`src/rtl/vga_pkg.sv`:
```
// Shared definitions for the VGA fade controller: FSM state encoding and a
// helper that extracts one colour channel from a packed RGB bus.
package vga_pkg;

    typedef enum logic [1:0] {
        BLACK    = 2'd0,
        FADE_IN  = 2'd1,
        ON       = 2'd2,
        FADE_OUT = 2'd3
    } fade_state_t;

    localparam int MAX_BUS_BITS = 48;

    // Channel idx 0 is the LSB channel (blue); R sits in the top slice.
    function automatic logic [15:0] ch_slice(input logic [MAX_BUS_BITS-1:0] bus,
                                             input int idx,
                                             input int ch_bits);
        logic [MAX_BUS_BITS-1:0] mask;
        mask = (MAX_BUS_BITS'(1) << ch_bits) - MAX_BUS_BITS'(1);
        return 16'((bus >> (idx * ch_bits)) & mask);
    endfunction

endpackage

```
`src/rtl/vga_scale_channel.sv`:
```
// Combinational brightness scale of one colour channel: y = (c * l) >> STEP_BITS.
module vga_scale_channel #(
    parameter int CH_BITS   = 3,
    parameter int STEP_BITS = 3
) (
    input  logic [CH_BITS-1:0]   c,
    input  logic [STEP_BITS:0]   l,
    output logic [CH_BITS-1:0]   y
);

    localparam int PROD_BITS = CH_BITS + STEP_BITS + 1;

    logic [PROD_BITS-1:0] prod;

    // Full level (2^STEP_BITS) shifts back to exactly c; level 0 gives 0.
    assign prod = PROD_BITS'(c) * PROD_BITS'(l);
    assign y    = CH_BITS'(prod >> STEP_BITS);

endmodule

```
`src/rtl/vga_fade_ctrl.sv`:
```
// VGA output gate: forces black in reset/blanking, fades RGB frame-by-frame
// under a mute request, and delays the syncs to match the registered pixel.
module vga_fade_ctrl #(
    parameter int CH_BITS         = 3,
    parameter int STEP_BITS       = 3,
    parameter int FRAMES_PER_STEP = 2,
    parameter bit VSYNC_POL       = 1'b0
) (
    input  logic                   clk,
    input  logic                   reset,
    input  logic [3*CH_BITS-1:0]   rgb,
    input  logic                   hsync_i,
    input  logic                   vsync_i,
    input  logic                   blank,
    input  logic                   mute,
    output logic [3*CH_BITS-1:0]   video,
    output logic                   hsync_o,
    output logic                   vsync_o,
    output logic                   muted,
    output logic                   busy
);

    import vga_pkg::*;

    localparam int RGB_BITS  = 3 * CH_BITS;
    localparam int LEVELS    = 1 << STEP_BITS;
    localparam int FCNT_BITS = (FRAMES_PER_STEP > 1) ? $clog2(FRAMES_PER_STEP) : 1;

    localparam logic [STEP_BITS:0]   L_MAX     = (STEP_BITS+1)'(LEVELS);
    localparam logic [STEP_BITS:0]   L_ONE     = (STEP_BITS+1)'(1);
    localparam logic [FCNT_BITS-1:0] FCNT_LAST = FCNT_BITS'(FRAMES_PER_STEP - 1);

    fade_state_t          state;
    logic [STEP_BITS:0]   level;
    logic [FCNT_BITS-1:0] fcnt;
    logic                 vs_prev;
    logic                 tick;
    logic                 step;
    logic [RGB_BITS-1:0]  scaled;

    assign tick = (vsync_i == VSYNC_POL) && (vs_prev != VSYNC_POL);
    assign step = tick && (fcnt == FCNT_LAST);

    for (genvar i = 0; i < 3; i++) begin : g_ch
        logic [CH_BITS-1:0] c;
        assign c = CH_BITS'(ch_slice(MAX_BUS_BITS'(rgb), i, CH_BITS));

        vga_scale_channel #(
            .CH_BITS   (CH_BITS),
            .STEP_BITS (STEP_BITS)
        ) u_scale (
            .c (c),
            .l (level),
            .y (scaled[i*CH_BITS +: CH_BITS])
        );
    end

    // NOTE: every register here uses <= so all of them see the same
    // pre-edge values of state/level/fcnt regardless of statement order.
    always_ff @(posedge clk) begin
        if (reset) begin
            state   <= BLACK;
            level   <= '0;
            fcnt    <= '0;
            vs_prev <= VSYNC_POL;  // held-active vsync across reset gives no tick
            video   <= '0;
            hsync_o <= 1'b0;
            vsync_o <= 1'b0;
            muted   <= 1'b1;
            busy    <= 1'b0;
        end else begin
            vs_prev <= vsync_i;
            hsync_o <= hsync_i;
            vsync_o <= vsync_i;
            video   <= blank ? '0 : scaled;

            case (state)
                BLACK: begin
                    if (tick && !mute) begin
                        state <= FADE_IN;
                        fcnt  <= '0;
                        busy  <= 1'b1;
                    end
                end
                FADE_IN: begin
                    // Direction change beats a coincident step.
                    if (tick && mute) begin
                        state <= FADE_OUT;
                        fcnt  <= '0;
                    end else if (step) begin
                        fcnt  <= '0;
                        muted <= 1'b0;
                        if (level >= L_MAX - L_ONE) begin
                            level <= L_MAX;
                            state <= ON;
                            busy  <= 1'b0;
                        end else begin
                            level <= level + L_ONE;
                        end
                    end else if (tick) begin
                        fcnt <= fcnt + 1'b1;
                    end
                end
                ON: begin
                    if (tick && mute) begin
                        state <= FADE_OUT;
                        fcnt  <= '0;
                        busy  <= 1'b1;
                    end
                end
                FADE_OUT: begin
                    if (tick && !mute) begin
                        state <= FADE_IN;
                        fcnt  <= '0;
                    end else if (step) begin
                        fcnt <= '0;
                        if (level <= L_ONE) begin
                            level <= '0;
                            state <= BLACK;
                            busy  <= 1'b0;
                            muted <= 1'b1;
                        end else begin
                            level <= level - L_ONE;
                        end
                    end else if (tick) begin
                        fcnt <= fcnt + 1'b1;
                    end
                end
            endcase
        end
    end

endmodule
```
`config.mk`:
```
export PLATFORM = sky130hd
export DESIGN_NAME = vga_fade_ctrl
export DESIGN_NICKNAME = d
export VERILOG_FILES = /design/src/rtl/vga_pkg.sv /design/src/rtl/vga_scale_channel.sv /design/src/rtl/vga_fade_ctrl.sv
export SDC_FILE = /design/constraint.sdc
export NUM_CORES = 1
export LEC_CHECK = 0
export BUFFER_PORTS_ARGS = -buffer_cell sky130_fd_sc_hd__buf_2
export CAP_MARGIN = 30
export CORE_MARGIN = 2
export CORE_UTILIZATION = 49
export DETAILED_ROUTE_END_ITERATION = 8
export PLACE_DENSITY_LB_ADDON = 0.08
export SETUP_SLACK_MARGIN = 0.02
export SYNTH_ARGS = -nofsm -noshare
export SYNTH_HDL_FRONTEND = slang
export SYNTH_SLANG_ARGS = --single-unit
```
`constraint.sdc`:
```
create_clock -name clk -period 5.97 [get_ports clk]
set_clock_uncertainty 0.05 [all_clocks]
set_input_delay 0.8955 -clock clk [delete_from_list [all_inputs] [get_ports clk]]
set_output_delay 0.8955 -clock clk [all_outputs]
set_load 0.02 [all_outputs]
```
# [Word-level counts from Yosys, hierarchy flattened]
# Index checks and enable logic that the tools add are counted.
[op_classes] mul=3 bitwise_logic=1 magnitude_cmp=2 n_eq_ne=15 n_reduce_logical=13 div_mod_pow=0 n_shift=0 addsub=3 muxes=38
[op_table] cell="4-bit two-way mux" count=6
[op_table] cell="1-bit two-way mux" count=19
[op_table] cell="3-bit by 4-bit multiplier with 6-bit output" count=3
[op_table] cell="2-bit two-way mux" count=8
[op_table] cell="2-bit != test, second input constant" count=8
[op_table] cell="3-bit != test, second input constant" count=4
[op_table] cell="6-bit AND reduction" count=2
[op_table] cell="1-bit one-hot mux with 4 select lines" count=2
[op_table] cell="2-bit one-hot mux with 4 select lines" count=1
[op_table] cell="4-bit one-hot mux with 2 select lines" count=1
[op_table] cell="8-bit AND reduction" count=1
[op_table] cell="5-bit AND reduction" count=1
[op_table] cell="4-bit by 1-bit adder with 4-bit output, second input constant" count=1
[op_table] cell="2-bit equality test, second input constant" count=2
[op_table] cell="4-bit by 3-bit greater-or-equal comparator with 1-bit output, second input constant" count=1
[op_table] cell="4-bit by 1-bit less-or-equal comparator with 1-bit output, second input constant" count=1
[op_table] cell="1-bit logical AND" count=4
[op_table] cell="4-bit by 1-bit subtractor with 4-bit output, second input constant" count=1
[op_table] cell="2-bit by 1-bit equality test with 1-bit output, second input constant" count=1
[op_table] cell="2-bit logical NOT" count=1
[op_table] cell="1-bit one-hot mux with 2 select lines" count=1
[op_table] cell="2-bit AND reduction" count=1
[op_table] cell="2-bit nonzero test" count=1
[op_table] cell="2-bit OR reduction" count=1
[op_table] cell="3 further kinds" count=3
[totals] inputBits=15 latch_bits=0 regBits=20 mem_bits_rw=0 rom_bits=0 n_memories=0

# [Longest topological paths before layout]
# Gate-level depths: netlist (run 1).
[logic_depth] depth_word=6 depth_mapped=10

# [Modules after synthesis]
# From an unflattened synthesis (run 1), not the netlist that was laid out.
[hier_totals] cells_unflattened=186 hier_area_um2=1650.3
[modules_own_cells] module="vga_fade_ctrl" area_each_um2=1018.5 instances=1 cells_per_inst=107
[modules_own_cells] module="vga_scale_channel (g_ch[0].u_scale ...)" area_each_um2=207.7 instances=2 cells_per_inst=26
[modules_own_cells] module="vga_scale_channel (g_ch[2].u_scale)" area_each_um2=216.5 instances=1 cells_per_inst=27

# [Worst setup path after synthesis (run 1)]
# No wires, ideal clock.
[synth_timing] path_kind="in2reg" start="input port rgb[2]" end="register video[1]" path_buffers=0 t_required_ps=5794 setup_slack_ps=3297 arrival_ps=2497 stages=7 path_cell_list="and2_1 -> fa_1 -> nand3_1 -> or2_2 -> fa_1 -> xor2_1 -> nor2_1"
[synth_between] elab_chain_cells=1
[synth_lines] item="start: declaration" line="vga_fade_ctrl.sv:11" source="input logic [3*CH_BITS-1:0] rgb,"
[synth_lines] item="3-bit by 4-bit multiplier with 6-bit output" line="vga_scale_channel.sv:16" source="assign prod = PROD_BITS'(c) * PROD_BITS'(l);"
[synth_lines] item="end signal: assignment" line="vga_fade_ctrl.sv:75" source="video <= blank ? '0 : scaled;"
[synth_lines] item="end: declaration" line="vga_fade_ctrl.sv:16" source="output logic [3*CH_BITS-1:0] video,"
# Every way passes these cells.
# A chain may end at the register's enable or synchronous reset.

# [Final worst setup path (run 1)]
[layout_timing] start="register level[2]" end="register video[2]"
[layout_between] elab_chain_cells=1
[layout_lines] item="start: declaration" line="vga_fade_ctrl.sv:34" source="logic [STEP_BITS:0] level;"
[layout_lines] item="start signal: assignment" line="vga_fade_ctrl.sv:98" source="level <= level + L_ONE;"
[layout_lines] item="start signal: assignment" line="vga_fade_ctrl.sv:123" source="level <= level - L_ONE;"
[layout_lines] item="3-bit by 4-bit multiplier with 6-bit output" line="vga_scale_channel.sv:16"
# Every way passes these cells.

==> impl_results.html, run 1 <==
<table>
<tr><th>Metric</th><th>Value</th></tr>
<tr><th colspan="2">Run status</th></tr>
<tr><td>Outcome</td><td>finished, final reports clean</td></tr>
<tr><th colspan="2">Global route</th></tr>
<tr><td>Number of antenna violations at the first check in global routing</td><td>0</td></tr>
<tr><td>Total global routing track utilization</td><td>17.3%</td></tr>
<tr><td>Wire length of the first global-routing pass</td><td>5.49 mm</td></tr>
<tr><td>Total global routing overflow</td><td>0</td></tr>
<tr><td>Number of global-route vias before repair</td><td>roughly 1300</td></tr>
<tr><td>Largest net degree at the start of global routing</td><td>25</td></tr>
<tr><th colspan="2">CTS</th></tr>
<tr><td>TritonCTS sink count</td><td>20</td></tr>
<tr><td>Post-cts hold buffer count</td><td>0</td></tr>
<tr><td>Number of buffers added for setup after CTS</td><td>0</td></tr>
<tr><td>TritonCTS clock tree</td><td>built</td></tr>
<tr><td>CTS buffer count</td><td>3</td></tr>
<tr><td>PostCTS Resize Cnt</td><td>0</td></tr>
<tr><td>Worst-skew pair later-pin latency</td><td>290 ps</td></tr>
<tr><td>Maximum level of the CTS H-tree</td><td>1</td></tr>
<tr><td>Number of buffers on the longest clock path</td><td>2</td></tr>
<tr><td>Post-CTS clock slew at the launch and capture registers of the worst setup and hold paths</td><td>110 ps</td></tr>
<tr><td>Clock tree root buffer cell</td><td>sky130_fd_sc_hd__clkbuf_4</td></tr>
<tr><th colspan="2">Flow run</th></tr>
<tr><td>Max-cap violation count</td><td>0</td></tr>
<tr><th colspan="2">Power and ir drop</th></tr>
<tr><td>Overall power</td><td>0.306 mW</td></tr>
<tr><td>Peak supply drop</td><td>about 0.12 mV</td></tr>
<tr><td>Power density over cell area</td><td>167 mW/mm^2</td></tr>
<tr><td>Leakage component of the power</td><td>0.832 nW</td></tr>
<tr><th colspan="2">Routing</th></tr>
<tr><td>Routed Antenna Nets</td><td>0</td></tr>
<tr><td>Via density per instance</td><td>5.29</td></tr>
<tr><td>Number of remaining DRC errors</td><td>0</td></tr>
<tr><td>First DRT Iteration DRCs</td><td>34</td></tr>
<tr><td>Via total after detailed routing</td><td>1386</td></tr>
<tr><td>DR pass1 iterations</td><td>4</td></tr>
<tr><td>WL per Instance</td><td>12.4 um</td></tr>
<tr><td>Wirelength, routed</td><td>3.24 mm</td></tr>
<tr><th colspan="2">Die</th></tr>
<tr><td>Number of primary I/O pins</td><td>28</td></tr>
<tr><td>X dimension of the die</td><td>approximately 62 um</td></tr>
<tr><td>Initial standard-cell utilization of the core</td><td>about 51%</td></tr>
<tr><td>Std-Cell Rows</td><td>21</td></tr>
<tr><td>Core Area</td><td>about 0.0033 mm^2</td></tr>
<tr><td>Vertical die dimension</td><td>62.5 um</td></tr>
<tr><td>Total Die Area</td><td>0.00390 mm^2</td></tr>
<tr><th colspan="2">STA</th></tr>
<tr><td>Max Transition Viols Final</td><td>0</td></tr>
<tr><td>Actual transition at the worst max-transition pin</td><td>between 700 and 800 ps</td></tr>
<tr><td>Post-route setup TNS</td><td>0 ps</td></tr>
<tr><td>Setup repair after global routing missed its margin</td><td>no</td></tr>
<tr><td>Final critical-path share of the clock period</td><td>42.8%</td></tr>
<tr><td>Remaining max-slew budget at the tightest pin</td><td>a little over half</td></tr>
<tr><td># setup viols final</td><td>0</td></tr>
<tr><td>Achievable Freq</td><td>391 MHz</td></tr>
<tr><td>Setup WS post-layout</td><td>3410 ps</td></tr>
<tr><td>Final hold viol count</td><td>0</td></tr>
<tr><td>Hold_ws</td><td>419 ps</td></tr>
<tr><td>Fin crit period</td><td>2560 ps</td></tr>
<tr><th colspan="2">Logic synthesis</th></tr>
<tr><td>Most used standard cells in the synthesized netlist</td><td>sky130_fd_sc_hd__nand2_1, sky130_fd_sc_hd__dfxtp_1, sky130_fd_sc_hd__ha_1</td></tr>
<tr><td>Number of library cell types mapped by synthesis</td><td>46</td></tr>
<tr><td>Post-synthesis adder-cell area fraction</td><td>23.5%</td></tr>
<tr><td>Fraction of the mapped netlist area in compound gates</td><td>14.6%</td></tr>
<tr><td>Post-Synth Simple-Gate Area</td><td>22.7%</td></tr>
<tr><td>Most frequently used cell type in the post-synthesis netlist</td><td>sky130_fd_sc_hd__nand2_1</td></tr>
<tr><td>Instance count of the mapped netlist</td><td>between 150 and 200</td></tr>
<tr><td>Area leader, netlist</td><td>sky130_fd_sc_hd__dfxtp_1</td></tr>
<tr><td>Portion of the post-synthesis area used by sequential elements</td><td>approximately a quarter</td></tr>
<tr><td>FF+latch count, synth</td><td>20</td></tr>
<tr><td>Mapped Avg Cell Area</td><td>roughly 8.6 um^2</td></tr>
<tr><td>Count of flip-flops with a built-in enable after synthesis</td><td>0</td></tr>
<tr><td>Primary flip-flop cell chosen by synthesis mapping</td><td>sky130_fd_sc_hd__dfxtp_1</td></tr>
<tr><td>Area share of the leading cell type in the synthesized netlist</td><td>approximately a quarter</td></tr>
<tr><td>Mux cell area share after synthesis</td><td>3.29%</td></tr>
<tr><td>Largest cells by area after synthesis</td><td>sky130_fd_sc_hd__dfxtp_1, sky130_fd_sc_hd__ha_1, sky130_fd_sc_hd__fa_1, sky130_fd_sc_hd__and2_1, sky130_fd_sc_hd__nand2_1</td></tr>
<tr><td>Synth async-reset ratio</td><td>0%</td></tr>
<tr><td>Number of nets in the synthesized netlist</td><td>236</td></tr>
<tr><td>Syn Std Cell Area</td><td>0.00168 mm^2</td></tr>
<tr><td>Synthesis Warnings</td><td>0</td></tr>
<tr><td>Largest family of logic cells by synthesized area</td><td>adder cells</td></tr>
<tr><td>Synthesized-area fraction occupied by xor and xnor cells</td><td>under 10%</td></tr>
<tr><th colspan="2">Setup path</th></tr>
<tr><td>Critical Setup Path Class</td><td>flop to flop</td></tr>
<tr><td>Maximum net fanout on the critical path</td><td>24</td></tr>
<tr><td>Worst Setup Start Kind</td><td>flop</td></tr>
<tr><td>Arrival time worst endpoint</td><td>between 2000 and 3000 ps</td></tr>
<tr><td>CP Capture Type</td><td>flop</td></tr>
<tr><td>Critical path data required time</td><td>between 6000 and 7000 ps</td></tr>
<tr><th colspan="2">Cells and area</th></tr>
<tr><td>Final standard cell count with taps included and fillers excluded</td><td>~260</td></tr>
<tr><td>Antenna Diode Count</td><td>0</td></tr>
<tr><td>Final Instance Area</td><td>approximately 0.0018 mm^2</td></tr>
<tr><td>Layout overhead on the synthesized area</td><td>9.04%</td></tr>
<tr><td>Post-layout net count</td><td>259</td></tr>
<tr><td>Fraction of layout cells with a size suffix above 1</td><td>between 15 and 20%</td></tr>
<tr><td>Layout Utilization</td><td>a little under three fifths</td></tr>
<tr><th colspan="2">Placed design</th></tr>
<tr><td>Placer congestion estimate</td><td>0.827</td></tr>
<tr><td>Total half-perimeter wirelength after legalization and detailed placement</td><td>2.52 mm</td></tr>
<tr><td># port buffers</td><td>27</td></tr>
<tr><td>Total placed cells including tap cells</td><td>about 260</td></tr>
<tr><td>Cell area after placement</td><td>0.00180 mm^2</td></tr>
<tr><td>Post-placement worst setup slack</td><td>roughly 3100 ps</td></tr>
<tr><th colspan="2">Worst hold path</th></tr>
<tr><td>HP Class</td><td>flop to flop</td></tr>
</table>
## power breakdown
part	switching (mW)	total, mW	leakage, nW	internal (mW)
clock network	0.0411	0.0646	0.0138	0.0235
registers	0.00672	0.149	0.162	0.142
logic	0.0492	0.0924	0.656	0.0432
## final cells by class
cell class / count / area, um^2
inverters: 16 / 60.1
flip-flops and latches: 20 / 400
well taps: 46 / 57.6
fillers: 347 / 1480
repair buffers: 27 / 135
clock buffers: 3 / 22.5
multi-input cells: 150 / 1150
## layout by cell type (no fill, tap or decap), drive strengths merged, types with 5 or more instances in the layout
cell type,netlist,final
dfxtp,20,20
nand2,21,21
fa,9,9
a21oi,11,11
and2,15,15
nor2,16,16
nand3,5,5
inv,16,16
xnor2,8,8
ha,17,17
buf,2,27
## path summary, 6_finish.rpt
| kind | from | endpoint | slack, ps | cells past startpoint |
|---|---|---|---|---|
| max reg2reg | level[2] | video[2] | 3410 | 8 |
| min | fcnt | fcnt | 420 | 2 |
| min reg2reg | fcnt | fcnt | 420 | 2 |
| max | level[2] | video[2] | 3410 | 8 |
## metal layers
| metal | share of wire [%] | up-vias | GRT usage (%) |
|---|---|---|---|
| met3 | 3.9 | 2 | 2.52 |
| met5 | 0 | - | 0 |
| met1 | 41 | 654 | 18.0 |
| met2 | 54 | 28 | 34.8 |
| li1 | - | 702 | - |
| met4 | 0.62 | 0 | 5.83 |
## cells by family after synthesis
logic type | Yosys count
compound gates | 35
xor+xnor | 9
fa+ha+maj | 26
buf+inv | 25
flops | 20
mux | 5
simple gates | 75
## flip-flops by register name, summed over array words and instances, names as in the netlist
register,cells
video,9
level,4
state,2
busy,1
fcnt,1
hsync_o,1
muted,1
vs_prev,1
## critical path: stages, from the launching register on
cell and delay (ps):
sky130_fd_sc_hd__dfxtp_1 800, sky130_fd_sc_hd__nand2_1 160, sky130_fd_sc_hd__fa_1 600, sky130_fd_sc_hd__inv_1 60, sky130_fd_sc_hd__ha_1 270, sky130_fd_sc_hd__nand2_1 50, sky130_fd_sc_hd__o31ai_1 270, sky130_fd_sc_hd__xnor2_1 150
sky130_fd_sc_hd__nor2_1 50
Note: power is estimated with default switching activity, not from simulation.
==> run 2: changes to the inputs <==
Clock period 5.97 ns to 2.63 ns, I/O delays scaled along.
==> run 2 against run 1 <==
Die area stayed put; wire length is 1.1% lower; global-route usage is 0.22 points higher; highest routed layer unchanged.
==> impl_results.html, run 2 (synthesis gave the netlist of run 1 again) <==
<table>
<tr><th>Metric</th><th>Value</th></tr>
<tr><th colspan="2">Setup path</th></tr>
<tr><td>Register-to-Register Setup Slack</td><td>270 ps (-3140 ps)</td></tr>
<tr><td>CP Capture Type</td><td>flop</td></tr>
<tr><td>FF-to-FF path depth</td><td>8 (unchanged)</td></tr>
<tr><td>Reg2Reg Launch Point</td><td>level[1]</td></tr>
<tr><td>Critical Setup Path Class</td><td>flop to flop</td></tr>
<tr><td>Maximum net fanout on the critical path</td><td>13 (-46%)</td></tr>
<tr><td>Critical path data required time</td><td>2780 ps (-3340 ps)</td></tr>
<tr><td>Arrival time worst endpoint</td><td>2510 ps (-190 ps)</td></tr>
<tr><td>Worst Setup Start Kind</td><td>flop</td></tr>
<tr><td>Destination of the worst register-to-register timing path</td><td>video[2]</td></tr>
<tr><th colspan="2">Cells and area</th></tr>
<tr><td>Flip-flop count of the largest register, all copies and words added</td><td>9 (unchanged)</td></tr>
<tr><td>Largest registers</td><td>video: 9 flops, level: 4 flops, state: 2 flops</td></tr>
<tr><td>Post-layout net count</td><td>262 (+1.2%)</td></tr>
<tr><td>Layout overhead on the synthesized area</td><td>10.4%</td></tr>
<tr><td>Most used cells in the layout excluding fill and tap cells</td><td>sky130_fd_sc_hd__buf_2, sky130_fd_sc_hd__nand2_1, sky130_fd_sc_hd__dfxtp_1</td></tr>
<tr><td>Leading cell type in the layout, fill and taps excluded</td><td>sky130_fd_sc_hd__buf_2</td></tr>
<tr><td>Fraction of layout cells with a size suffix above 1</td><td>17.8% (+1.1 points)</td></tr>
<tr><td>Layout Utilization</td><td>55.9% (+0.68 points)</td></tr>
<tr><td>Register with the most flip-flops</td><td>video</td></tr>
<tr><td>Number of fill cells</td><td>319 (-8.1%)</td></tr>
<tr><td>Antenna Diode Count</td><td>0 (unchanged)</td></tr>
<tr><th colspan="2">Power and ir drop</th></tr>
<tr><td>Peak supply drop</td><td>0.251 mV (+110%)</td></tr>
<tr><td>Clock Power Share</td><td>21.1% (about the same)</td></tr>
<tr><td>Net load switching power</td><td>0.221 mW (+130%)</td></tr>
<tr><td>Sequential fraction of design power</td><td>48.5% (about the same)</td></tr>
<tr><td>Power density over cell area</td><td>375 mW/mm^2 (+120%)</td></tr>
<tr><td>Part of the power in combinational logic</td><td>30.5% (+0.3 points)</td></tr>
<tr><td>Leakage component of the power</td><td>0.849 nW (+2.0%)</td></tr>
<tr><td>Net switching share of the total power</td><td>31.8% (+0.043 points)</td></tr>
<tr><td>Cell-internal power</td><td>0.473 mW (+130%)</td></tr>
<tr><th colspan="2">Die</th></tr>
<tr><td>Core Area</td><td>0.00331 mm^2 (unchanged)</td></tr>
<tr><td>Initial standard-cell utilization of the core</td><td>50.6% (unchanged)</td></tr>
<tr><td>Number of primary I/O pins</td><td>28 (unchanged)</td></tr>
<tr><td>Vertical die dimension</td><td>62.5 um (unchanged)</td></tr>
<tr><td>X dimension of the die</td><td>62.5 um (unchanged)</td></tr>
<tr><td>Total Die Area</td><td>0.00390 mm^2 (unchanged)</td></tr>
<tr><td>Std-Cell Rows</td><td>21 (unchanged)</td></tr>
<tr><th colspan="2">Routing</th></tr>
<tr><td>DR pass1 iterations</td><td>4 (unchanged)</td></tr>
<tr><td>Number of remaining DRC errors</td><td>0 (unchanged)</td></tr>
<tr><td>Wirelength, routed</td><td>3.20 mm (-1.1%)</td></tr>
<tr><td>Via total after detailed routing</td><td>1390 (+0.29%)</td></tr>
<tr><td>WL per Instance</td><td>12.1 um (-2.2%)</td></tr>
<tr><td>Routed Antenna Nets</td><td>0 (unchanged)</td></tr>
<tr><td>First DRT Iteration DRCs</td><td>40 (+18%)</td></tr>
<tr><td>Via density per instance</td><td>5.25 (-0.85%)</td></tr>
<tr><th colspan="2">STA</th></tr>
<tr><td>Achievable Freq</td><td>425 MHz (+8.6%)</td></tr>
<tr><td>Max Transition Viols Final</td><td>0 (unchanged)</td></tr>
<tr><td>Final hold viol count</td><td>0 (unchanged)</td></tr>
<tr><td># setup viols final</td><td>0 (unchanged)</td></tr>
<tr><td>Actual transition at the worst max-transition pin</td><td>543 ps (-172 ps)</td></tr>
<tr><td>Hold_ws</td><td>252 ps (-168 ps)</td></tr>
<tr><td>Setup repair after global routing missed its margin</td><td>no</td></tr>
<tr><td>Fin crit period</td><td>2360 ps (-202 ps)</td></tr>
<tr><td>Post-route setup TNS</td><td>0 ps (unchanged)</td></tr>
<tr><td>Setup WS post-layout</td><td>275 ps (-3140 ps)</td></tr>
<tr><td>Remaining max-slew budget at the tightest pin</td><td>63.8% (+12 points)</td></tr>
<tr><td>Final critical-path share of the clock period</td><td>89.5% (+47 points)</td></tr>
<tr><th colspan="2">CTS</th></tr>
<tr><td>CTS buffer count</td><td>3 (unchanged)</td></tr>
<tr><td>Number of buffers added for setup after CTS</td><td>0 (unchanged)</td></tr>
<tr><td>Post-CTS clock slew at the launch and capture registers of the worst setup and hold paths</td><td>110 ps (about the same)</td></tr>
<tr><td>Worst-skew pair later-pin latency</td><td>300 ps (about the same)</td></tr>
<tr><td>Post-cts hold buffer count</td><td>0 (unchanged)</td></tr>
<tr><td>TritonCTS sink count</td><td>20 (unchanged)</td></tr>
<tr><td>Maximum level of the CTS H-tree</td><td>1 (unchanged)</td></tr>
<tr><td>PostCTS Resize Cnt</td><td>0 (unchanged)</td></tr>
<tr><td>Clock tree root buffer cell</td><td>sky130_fd_sc_hd__clkbuf_4</td></tr>
<tr><td>Number of buffers on the longest clock path</td><td>2 (unchanged)</td></tr>
<tr><td>TritonCTS clock tree</td><td>built</td></tr>
<tr><th colspan="2">Placed design</th></tr>
<tr><td>Total half-perimeter wirelength after legalization and detailed placement</td><td>2.56 mm (+1.7%)</td></tr>
<tr><td>Post-placement worst setup slack</td><td>264 ps (-2840 ps)</td></tr>
<tr><td># port buffers</td><td>27 (unchanged)</td></tr>
<tr><td>Placer congestion estimate</td><td>0.860 (+4.0%)</td></tr>
<tr><th colspan="2">Worst hold path</th></tr>
<tr><td>HP Class</td><td>input port to flop</td></tr>
<tr><td>Source of the worst hold timing path</td><td>hsync_i</td></tr>
<tr><td>Hold Crit Depth</td><td>2 (unchanged)</td></tr>
<tr><td>Hold Path Sink</td><td>hsync_o</td></tr>
<tr><th colspan="2">Global route</th></tr>
<tr><td>Total global routing track utilization</td><td>17.6% (+0.22 points)</td></tr>
<tr><td>Largest net degree at the start of global routing</td><td>17 (-32%)</td></tr>
<tr><td>Number of antenna violations at the first check in global routing</td><td>0 (unchanged)</td></tr>
<tr><td>Total global routing overflow</td><td>0 (unchanged)</td></tr>
<tr><td>Number of global-route vias before repair</td><td>1318 (+0.15%)</td></tr>
<tr><td>Wire length of the first global-routing pass</td><td>5.53 mm (+0.75%)</td></tr>
<tr><th colspan="2">Flow run</th></tr>
<tr><td>Max-cap violation count</td><td>0 (unchanged)</td></tr>
<tr><th colspan="2">Run status</th></tr>
<tr><td>Outcome</td><td>finished, final reports clean</td></tr>
</table>
## run 2: cell types whose count changed in the layout (fill, tap and decap cells not counted), sizes merged
cell and delta:
buf +3
## run 2: worst max path at each step
stage	startpoint	end	slack [ps]	cells past startpoint
4_1_cts	level[1]	video[2]	240	8
6_report	level[1]	video[2]	270	8
5_1_grt	level[1]	video[8]	60	8
3_5_place_dp	level[1]	video[2]	260	8
3_3_place_gp	rgb[2]	video[1]	310	8
2_1_floorplan	level[3]	video[2]	370	10
## run 2: power groups by stage
stage               clock network [mW]  registers [mW]  logic, mW
finish                           0.146           0.337      0.212
global route                     0.167           0.340      0.238
global placement                     0           0.342      0.209
detailed placement                   0           0.343      0.213
CTS                              0.152           0.337      0.215
floorplan                            0           0.352      0.152
## run 2: critical path, stage by stage (launching register included)
cell                      delay, ps
sky130_fd_sc_hd__dfxtp_1        600
sky130_fd_sc_hd__nand2_1        150
sky130_fd_sc_hd__fa_1           610
sky130_fd_sc_hd__inv_1           60
sky130_fd_sc_hd__ha_1           270
sky130_fd_sc_hd__nand2_1         50
sky130_fd_sc_hd__o31ai_1        270
sky130_fd_sc_hd__xnor2_1        160
sky130_fd_sc_hd__nor2_1          50
## run 2: per-layer routing
layer	vias up	global-route usage, %	part of all wire (%)
met1	652	17.3	42
met5	-	0	0
met3	4	4.68	4.0
met2	25	35.6	52
met4	0	4.17	1.2
li1	709	-	-
## run 2: through the flow
step           total power, mW  std cells  instance area, um^2
2_1_floorplan            0.504        195                 1680
3_3_place_gp             0.552        262                 1830
5_1_grt                  0.745        265                 1850
6_report                 0.694        265                 1850
4_1_cts                  0.704        265                 1850
3_5_place_dp             0.556        262                 1830
## run 2: area by class of cell
cell class / instances / area [um^2] / area share (%)
flip-flops and latches: 20 / 400 / 21.7
clock buffers: 3 / 22.5 / 1.22
well taps: 46 / 57.6 / 3.11
inverters: 16 / 60.1 / 3.25
repair buffers: 30 / 158 / 8.53
multi-input cells: 150 / 1150 / 62.2
